File: config.mk
export PLATFORM = sky130hd
export DESIGN_NAME = dmem_arbiter
export DESIGN_NICKNAME = d
export VERILOG_FILES = /design/src/rtl/dmem_arb_pkg.sv /design/src/rtl/dmem_arb_rr_pick.sv /design/src/rtl/dmem_arbiter.sv
export SDC_FILE = /design/constraint.sdc
export NUM_CORES = 1
export LEC_CHECK = 0
export ABC_CLOCK_PERIOD_IN_PS = 2400
export CAP_MARGIN = 0
export CORE_AREA = 2 2 119 121
export CTS_CLUSTER_SIZE = 10
export DETAILED_ROUTE_END_ITERATION = 8
export DIE_AREA = 0 0 121 123
export DONT_BUFFER_PORTS = 1
export GPL_ROUTABILITY_DRIVEN = 0
export PLACE_DENSITY = 0.3
export REMOVE_ABC_BUFFERS = 1
export SYNTH_ARGS = -nofsm -noshare
export SYNTH_HDL_FRONTEND = slang
export SYNTH_SLANG_ARGS = --single-unit
File: constraint.sdc
create_clock -name clk -period 2.4 [get_ports clk]
set_input_delay 0.72 -clock clk [delete_from_list [all_inputs] [get_ports clk]]
set_output_delay 0.72 -clock clk [all_outputs]
set_load 0.02 [all_outputs]
File: src/rtl/dmem_arb_pkg.sv
// Shared definitions for the data-memory arbiter: state encoding, IO region
// default and lock counter sizing.
package dmem_arb_pkg;

    localparam logic [1:0] IDLE = 2'd0;
    localparam logic [1:0] OWN0 = 2'd1;
    localparam logic [1:0] OWN1 = 2'd2;

    localparam int IO_ADDR_BIT_DEFAULT = 29;

    // Counter must be able to hold MAX_LOCK itself, since it saturates there.
    function automatic int lock_cnt_width(input int max_lock);
        return $clog2(max_lock + 1);
    endfunction

endpackage

File: src/rtl/dmem_arb_rr_pick.sv
// Round-robin choice of the next owner; on a tie the requester that was not
// served last wins.
module dmem_arb_rr_pick (
    input  logic req0,
    input  logic req1,
    input  logic last_served,
    output logic any,
    output logic pick
);

    assign any  = req0 | req1;
    assign pick = (req0 & req1) ? ~last_served : req1;

endmodule

File: src/rtl/dmem_arbiter.sv
// Two-requester data-memory arbiter: round-robin ownership with locked bursts,
// forced release, read-data steering and a requester-1 IO write guard.
module dmem_arbiter
    import dmem_arb_pkg::*;
#(
    parameter int ADDR_BIT_WIDTH = 32,
    parameter int DATA_BIT_WIDTH = 32,
    parameter int IO_ADDR_BIT    = IO_ADDR_BIT_DEFAULT,
    parameter int MAX_LOCK       = 8
) (
    input  logic                      clk,
    input  logic                      reset,
    input  logic                      req0,
    input  logic                      req1,
    input  logic                      lock0,
    input  logic                      lock1,
    input  logic [ADDR_BIT_WIDTH-1:0] addr0,
    input  logic [ADDR_BIT_WIDTH-1:0] addr1,
    input  logic                      wrtEn0,
    input  logic                      wrtEn1,
    input  logic [DATA_BIT_WIDTH-1:0] dIn0,
    input  logic [DATA_BIT_WIDTH-1:0] dIn1,
    output logic                      gnt0,
    output logic                      gnt1,
    output logic                      rvalid0,
    output logic                      rvalid1,
    output logic [DATA_BIT_WIDTH-1:0] rdata0,
    output logic [DATA_BIT_WIDTH-1:0] rdata1,
    output logic                      io_err,
    output logic [ADDR_BIT_WIDTH-1:0] mem_addr,
    output logic                      mem_wrtEn,
    output logic [DATA_BIT_WIDTH-1:0] mem_dIn,
    input  logic [DATA_BIT_WIDTH-1:0] mem_dOut,
    output logic [1:0]                fsm_state
);

    localparam int             LCW   = lock_cnt_width(MAX_LOCK);
    localparam logic [LCW:0]   MAX_W = (LCW + 1)'(MAX_LOCK);

    logic [1:0]     state;
    logic [1:0]     state_next;
    logic           last_served;
    logic           last_served_next;
    logic [LCW-1:0] lock_cnt;
    logic [LCW-1:0] lock_cnt_next;
    logic [LCW:0]   lock_inc;
    logic           release_now;
    logic           own_lock;
    logic           other_req;
    logic           beat;
    logic           io_block;
    logic           pick_any;
    logic           pick;

    assign gnt0      = (state == OWN0);
    assign gnt1      = (state == OWN1);
    assign fsm_state = state;

    assign own_lock  = gnt1 ? lock1 : lock0;
    assign other_req = gnt1 ? req0 : req1;
    assign beat      = (gnt0 & req0) | (gnt1 & req1);
    assign io_block  = gnt1 & req1 & wrtEn1 & addr1[IO_ADDR_BIT];

    // The owner's own request is masked so a release can only hand over to
    // the other side or fall back to IDLE.
    dmem_arb_rr_pick u_rr_pick (
        .req0        (req0 & ~gnt0),
        .req1        (req1 & ~gnt1),
        .last_served (last_served),
        .any         (pick_any),
        .pick        (pick)
    );

    always_comb begin
        state_next       = state;
        last_served_next = last_served;
        lock_cnt_next    = lock_cnt;
        release_now      = 1'b0;
        lock_inc         = {1'b0, lock_cnt} + (LCW + 1)'(1);
        case (state)
            IDLE: begin
                if (pick_any) state_next = pick ? OWN1 : OWN0;
            end
            OWN0, OWN1: begin
                if (!beat) begin
                    release_now = 1'b1;
                end else begin
                    lock_cnt_next = (lock_inc >= MAX_W) ? MAX_W[LCW-1:0] : lock_inc[LCW-1:0];
                    if (!own_lock || ((lock_inc >= MAX_W) && other_req)) begin
                        release_now      = 1'b1;
                        last_served_next = gnt1;
                    end
                end
                if (release_now) begin
                    lock_cnt_next = '0;
                    state_next    = pick_any ? (pick ? OWN1 : OWN0) : IDLE;
                end
            end
            default: state_next = IDLE;
        endcase
    end

    always_comb begin
        mem_addr  = '0;
        mem_dIn   = '0;
        mem_wrtEn = 1'b0;
        if (gnt0) begin
            mem_addr  = addr0;
            mem_dIn   = dIn0;
            mem_wrtEn = wrtEn0 & req0;
        end else if (gnt1) begin
            mem_addr  = addr1;
            mem_dIn   = dIn1;
            mem_wrtEn = wrtEn1 & req1 & ~io_block;
        end
    end

    // Memory read data is already one cycle behind the address; rvalid marks it.
    assign rdata0 = mem_dOut;
    assign rdata1 = mem_dOut;

    always_ff @(posedge clk) begin
        if (reset) begin
            state       <= IDLE;
            last_served <= 1'b1;
            lock_cnt    <= '0;
            rvalid0     <= 1'b0;
            rvalid1     <= 1'b0;
            io_err      <= 1'b0;
        end else begin
            state       <= state_next;
            last_served <= last_served_next;
            lock_cnt    <= lock_cnt_next;
            rvalid0     <= gnt0 & req0 & ~wrtEn0;
            rvalid1     <= gnt1 & req1 & ~wrtEn1;
            io_err      <= io_block;
        end
    end

endmodule
==> results of run 1 <==
==> power breakdown <==
group | switching [mW] | internal (mW) | total (mW)
registers | 0.00751 | 0.175 | 0.183
logic | 0.515 | 0.331 | 0.847
clock network | 0.0744 | 0.216 | 0.290
==> cells by family (layout without fill, tap and decap cells) <==
family,count (synthesis),after routing,synth area share
AOI/OAI and AO/OA,82,82,0.397
adders and majority gates,6,6,0.0427
buffers and inverters,86,36,0.332
DFF,10,10,0.114
muxes,3,3,0.0199
and+or+nand+nor,30,30,0.0947
==> cell usage after synthesis (3+ instances only) <==
master and count:
a21oi_1 3, a22o_1 64, buf_2 10, buf_4 64
clkbuf_1 6, dfxtp_1 10, ha_1 6, inv_1 5
nand2_1 9, nand2b_1 3, nand3_1 5, nor2_1 3
nor2b_1 3, nor3_1 4, o211ai_1 4
==> state kept, by name, summed over array words and instances, names as in the netlist <==
register     flops
fsm_state        2
io_err           1
last_served      1
lock_cnt         4
rvalid0          1
rvalid1          1
==> critical path, delay by kind of cell (launching register included) <==
kind / cells / cell delay, ps
AOI/OAI and AO/OA: 1 / 300
adders and majority gates: 1 / 220
buffers and inverters: 3 / 370
DFF: 1 / 340
and+or+nand+nor: 1 / 180
==> per-stage QoR <==
| stage | hold WS, ps | cell area [µm²] | worst slack (ps) |
|---|---|---|---|
| 2_1_floorplan | 458 | 1190 | -2560 |
| 3_3_place_gp | 493 | 1710 | 153 |
| 3_5_place_dp | 499 | 1710 | 121 |
| 4_1_cts | 507 | 1870 | -36.1 |
| 5_1_grt | 539 | 1980 | -12.9 |
| 6_report | 505 | 1980 | 27.8 |
==> worst max path at each step <==
stage                         startpoint           end  slack (ps)  cells after the start
3_5_place_dp   fsm_state[1]$_SDFFE_PP0P_    mem_dIn[9]         120                      6
5_1_grt        fsm_state[1]$_SDFFE_PP0P_    mem_dIn[9]         -10                      7
2_1_floorplan  fsm_state[1]$_SDFFE_PP0P_   mem_addr[0]       -2560                      4
6_report       fsm_state[1]$_SDFFE_PP0P_  mem_addr[26]          30                      6
4_1_cts        fsm_state[1]$_SDFFE_PP0P_   mem_dIn[16]         -40                      6
3_3_place_gp   fsm_state[1]$_SDFFE_PP0P_    mem_dIn[9]         150                      6
==> what timing repair did <==
| item | in CTS | in global routing |
|---|---|---|
| hold buffers | 0 | 0 |
| endpoints found under the setup margin | 7 | 41 |
| setup buffers | 0 | 1 |
| resized for setup | 21 | 17 |
| gates cloned | 1 | 3 |
==> per-layer routing <==
metal	GRT usage	wire, µm	vias to the layer above
met5	0.0521	81	-
met1	0.133	3750	742
li1	-	-	647
met2	0.333	7930	230
met3	0.150	2840	8
met4	0.0276	305	2
==> cell type report <==
| class | count | area (µm²) | area share |
|---|---|---|---|
| multi-input combinational | 121 | 1060 | 0.535 |
| timing repair buffer | 28 | 398 | 0.201 |
| tap | 180 | 225 | 0.114 |
| sequential | 10 | 203 | 0.103 |
| clock buffer | 3 | 75.1 | 0.0380 |
| inverter | 5 | 18.8 | 0.00950 |
==> impl_metrics.env, run 1 <==
export IMPL_layout_drive_gt1_share=0.449
export IMPL_wl_um=14900
export IMPL_hpwl_um=12900
export IMPL_ctsLongestPathBuffers=2
export IMPL_hold_path_class="flop to flop"
export IMPL_dieArea_mm2=0.0149
export IMPL_slew_headroom=0.734
export IMPL_cts_root_buf="clkbuf_16"
export IMPL_final_common_cell="a22o_1"
export IMPL_fill_cells=1541
export IMPL_die_w_um=121
export IMPL_path_clk_slew_ps=40
export IMPL_htree_num_levels=1
export IMPL_worstReg2RegEnd="fsm_state[0]$_SDFFE_PP0P_"
export IMPL_start_util=0.129
export IMPL_layout_nets=343
export IMPL_antenna_found_initial=0
export IMPL_hp_start="lock_cnt[2]$_SDFFE_PP0P_"
export IMPL_fin_util=0.145
export IMPL_yosys_area_top_type="a22o_1"
export IMPL_dr_pass1_iters=4
export IMPL_p_total_mw=1.32
export IMPL_diodes=0
export IMPL_p_leak_nw=0.756
export IMPL_ir_worst_vdd_uv=217
export IMPL_cts_tree="done"
export IMPL_grt_max_degree=43
export IMPL_num_rows=43
export IMPL_track_usage=0.175
export IMPL_wl_per_cell_um=43.0
export IMPL_synth_seq_cells=10
export IMPL_synth_cells=217
export IMPL_core_area_mm2=0.0136
export IMPL_yosysSeqAreaShare=0.114
export IMPL_cp_cell_sequence="inv_1, ha_2, nor2b_4, buf_12, clkbuf_16, a22o_1"
export IMPL_rsz0062_at_grt="true"
export IMPL_maxSlewViolCount=0
export IMPL_async_flop_share=0
export IMPL_drc=0
export IMPL_required_ps=1680
export IMPL_finalCriticalPeriod_ps=2370
export IMPL_ff2ff_path_depth=7
export IMPL_final_cells=347
export IMPL_synth_ff_type="dfxtp_1"
export IMPL_max_freq_ghz=0.422
export IMPL_die_y_um=123
export IMPL_worstSkewPairLatency_ps=230
export IMPL_r2r_start="fsm_state[1]$_SDFFE_PP0P_"
export IMPL_setup_viol=0
export IMPL_dp_cells=339
export IMPL_crit_fanout=8
export IMPL_fin_skew_ps=2.51
export IMPL_syn_to_final_growth_pct=12.4
export IMPL_yosysWarnings=0
export IMPL_worst_slew_pin_slew_ps=394
export IMPL_synth_cell_types=33
export IMPL_layout_common_cells="a22o_1, a22o_2, buf_4, buf_12, nand2_1"
export IMPL_rrSetupSlack_ps=480
export IMPL_clkSinkCount=10
export IMPL_synth_edff_count=0
export IMPL_critPathSlowestCell="dfxtp_2"
export IMPL_period_share=0.988
export IMPL_maxCapViolCount=0
export IMPL_hold_viol=0
export IMPL_first_iter_violations=114
export IMPL_gr_total_overflow=0
export IMPL_critPathMaxStageDelay_ps=340
export IMPL_synth_top_area_share=0.319
export IMPL_routed_via_count=1629
export IMPL_synthesis_area_mm2=0.00176
export IMPL_tns_ps=0
export IMPL_postSynthAreaPerCell_um2=8.10
export IMPL_drtAntennaViolNets=0
export IMPL_io_pins=304
export IMPL_synth_area_leaders="a22o_1, buf_4, dfxtp_1"
export IMPL_vias_per_cell=4.69
export IMPL_grt_pass1_vias=1531
export IMPL_min_to="lock_cnt[2]$_SDFFE_PP0P_"
export IMPL_status="finished clean"
export IMPL_crit_arrival_ps=1650
export IMPL_cts_buffers=3
export IMPL_grt_pass1_wl_um=16400
export IMPL_place_port_buffers=0
export IMPL_min_path_cells=2
export IMPL_cp_start_kind="flop"
export IMPL_timing_worst_setup_path_type="flop to primary output"
export IMPL_power_density_mw_per_mm2=668
export IMPL_end_kind="primary output"
Power figures use the tool's default switching activity.
==> inputs of run 2 (changes only) <==
Settings changed: CTS_CLUSTER_DIAMETER from default to 40, HOLD_SLACK_MARGIN from default to 0.12.
==> results of run 2 <==
Same layout as run 1: the final DEF is identical, and so are final timing and power.
==> inputs of run 3 (changes only) <==
Settings changed: TNS_END_PERCENT from default to 1.
==> run 3 against run 2 <==
Effect of this change:
- clock power is 1% higher
- clock skew is 2.1 ps lower
- maximum frequency is 0.79% lower
- sequential cell count stayed put
- non-clock buffer count is 4 lower
- total power is 4.3% lower
- sequential share of layout area is 0.67 points higher
- clock-buffer cell count stayed put
- critical path type unchanged
==> impl_metrics.env, run 3 (same netlist as run 1, synthesis figures left out) <==
export IMPL_cp_start_kind="flop"
export IMPL_dpl_cell_area_mm2=0.00171
export IMPL_slew_headroom=0.740
export IMPL_top_register="lock_cnt"
export IMPL_vias_per_cell=4.75
export IMPL_antenna_found_initial=0
export IMPL_num_rows=43
export IMPL_gr_total_overflow=0
export IMPL_period_share=0.996
export IMPL_wl_um=14400
export IMPL_setup_viol=0
export IMPL_clkSinkCount=10
export IMPL_hold_path_class="flop to flop"
export IMPL_track_usage=0.172
export IMPL_crit_top_cell="buf_12"
export IMPL_timing_worst_setup_path_type="flop to primary output"
export IMPL_power_density_mw_per_mm2=681
export IMPL_core_area_mm2=0.0136
export IMPL_cts_buffers=3
export IMPL_drc=0
export IMPL_final_common_cell="a22o_1"
export IMPL_hold_viol=0
export IMPL_required_ps=1680
export IMPL_holdBufCountCts=0
export IMPL_cts_tree="done"
export IMPL_wl_per_cell_um=41.8
export IMPL_dp_cells=339
export IMPL_dr_pass1_iters=4
export IMPL_cts_root_buf="clkbuf_16"
export IMPL_syn_to_final_growth_pct=5.48
export IMPL_grt_pass1_vias=1485
export IMPL_fin_skew_ps=0.411
export IMPL_final_cells=343
export IMPL_worstSkewPairLatency_ps=230
export IMPL_first_iter_violations=132
export IMPL_place_port_buffers=0
export IMPL_routed_via_count=1628
export IMPL_end_kind="primary output"
export IMPL_drtAntennaViolNets=0
export IMPL_rrSetupSlack_ps=480
export IMPL_start_util=0.129
export IMPL_hpwl_um=12900
export IMPL_crit_arrival_ps=1670
export IMPL_grt_pass1_wl_um=16000
export IMPL_dieArea_mm2=0.0149
export IMPL_path_clk_slew_ps=40
export IMPL_critPathMaxStageDelay_ps=340
export IMPL_cp_cell_sequence="inv_1, ha_2, nor2b_4, buf_12, a22o_1, buf_12"
export IMPL_die_w_um=121
export IMPL_layout_drive_gt1_share=0.288
export IMPL_rsz0062_at_grt="true"
export IMPL_ctsLongestPathBuffers=2
export IMPL_stdcell_area_mm2=0.00185
export IMPL_critPathSlowestCell="dfxtp_2"
export IMPL_diodes=0
export IMPL_maxSlewViolCount=0
export IMPL_layout_common_cells="a22o_1, buf_4, nand2_1, buf_12, dfxtp_1"
export IMPL_finalCriticalPeriod_ps=2390
export IMPL_crit_fanout=32
export IMPL_worst_slew_pin_slew_ps=385
export IMPL_ir_worst_vdd_uv=214
export IMPL_fin_util=0.136
export IMPL_grt_max_degree=65
export IMPL_io_pins=304
export IMPL_htree_num_levels=1
export IMPL_status="finished clean"
export IMPL_layout_nets=339
export IMPL_maxCapViolCount=0
export IMPL_largest_reg_flops=4
export IMPL_p_leak_nw=0.704
export IMPL_max_freq_ghz=0.418
export IMPL_die_y_um=123
## run 3: final timing paths
check	startpoint	to	cells past startpoint
hold / removal	lock_cnt[2]$_SDFFE_PP0P_	lock_cnt[2]$_SDFFE_PP0P_	2
setup / recovery	fsm_state[1]$_SDFFE_PP0P_	mem_dIn[24]	6
hold reg to reg	lock_cnt[2]$_SDFFE_PP0P_	lock_cnt[2]$_SDFFE_PP0P_	2
setup reg to reg	fsm_state[1]$_SDFFE_PP0P_	fsm_state[0]$_SDFFE_PP0P_	7
## run 3: repair_timing
item,CTS,global route
pin swaps,0,0
setup buffers,0,0
gates cloned,0,1
endpoints found under the setup margin,7,48
gates resized for setup,4,9
## run 3: worst max-delay path, delay by kind of cell, from the launching register on
kind            cells  cell delay, ps
fa+ha+maj           1             220
flops               1             340
buf+inv             3             410
compound gates      1             250
simple gates        1             200
## run 3: through the flow
| step | setup TNS (ps) | hold slack [ps] | setup WS (ps) | power (mW) |
|---|---|---|---|---|
| 6_report | 0 | 505 | 8.85 | 1.26 |
| 5_1_grt | -133 | 539 | -36.6 | 1.31 |
| 4_1_cts | -270 | 507 | -60.8 | 1.25 |
| 3_5_place_dp | 0 | 499 | 121 | 0.942 |
| 3_3_place_gp | 0 | 493 | 153 | 0.940 |
| 2_1_floorplan | -168280 | 458 | -2560 | 0.691 |
## run 3: layout make-up
class / count / area (µm²)
fill: 1557 / 11800
timing repair buffer: 24 / 314
clock buffer: 3 / 75.1
multi-input combinational: 121 / 1020
sequential: 10 / 203
tap: 180 / 225
inverter: 5 / 18.8
## run 3: metal layers
metal	track usage	vias to the layer above	routed length, µm
met5	0.0521	-	81
met4	0.0160	2	119
met3	0.151	4	2680
met2	0.333	223	7780
met1	0.126	759	3700
li1	-	640	-
## run 3: report_power, final
| part | internal, mW | switching (mW) | leakage, nW |
|---|---|---|---|
| registers | 0.175 | 0.00698 | 0.0817 |
| logic | 0.290 | 0.497 | 0.586 |
| clock network | 0.216 | 0.0776 | 0.0370 |
| total | 0.681 | 0.582 | 0.704 |
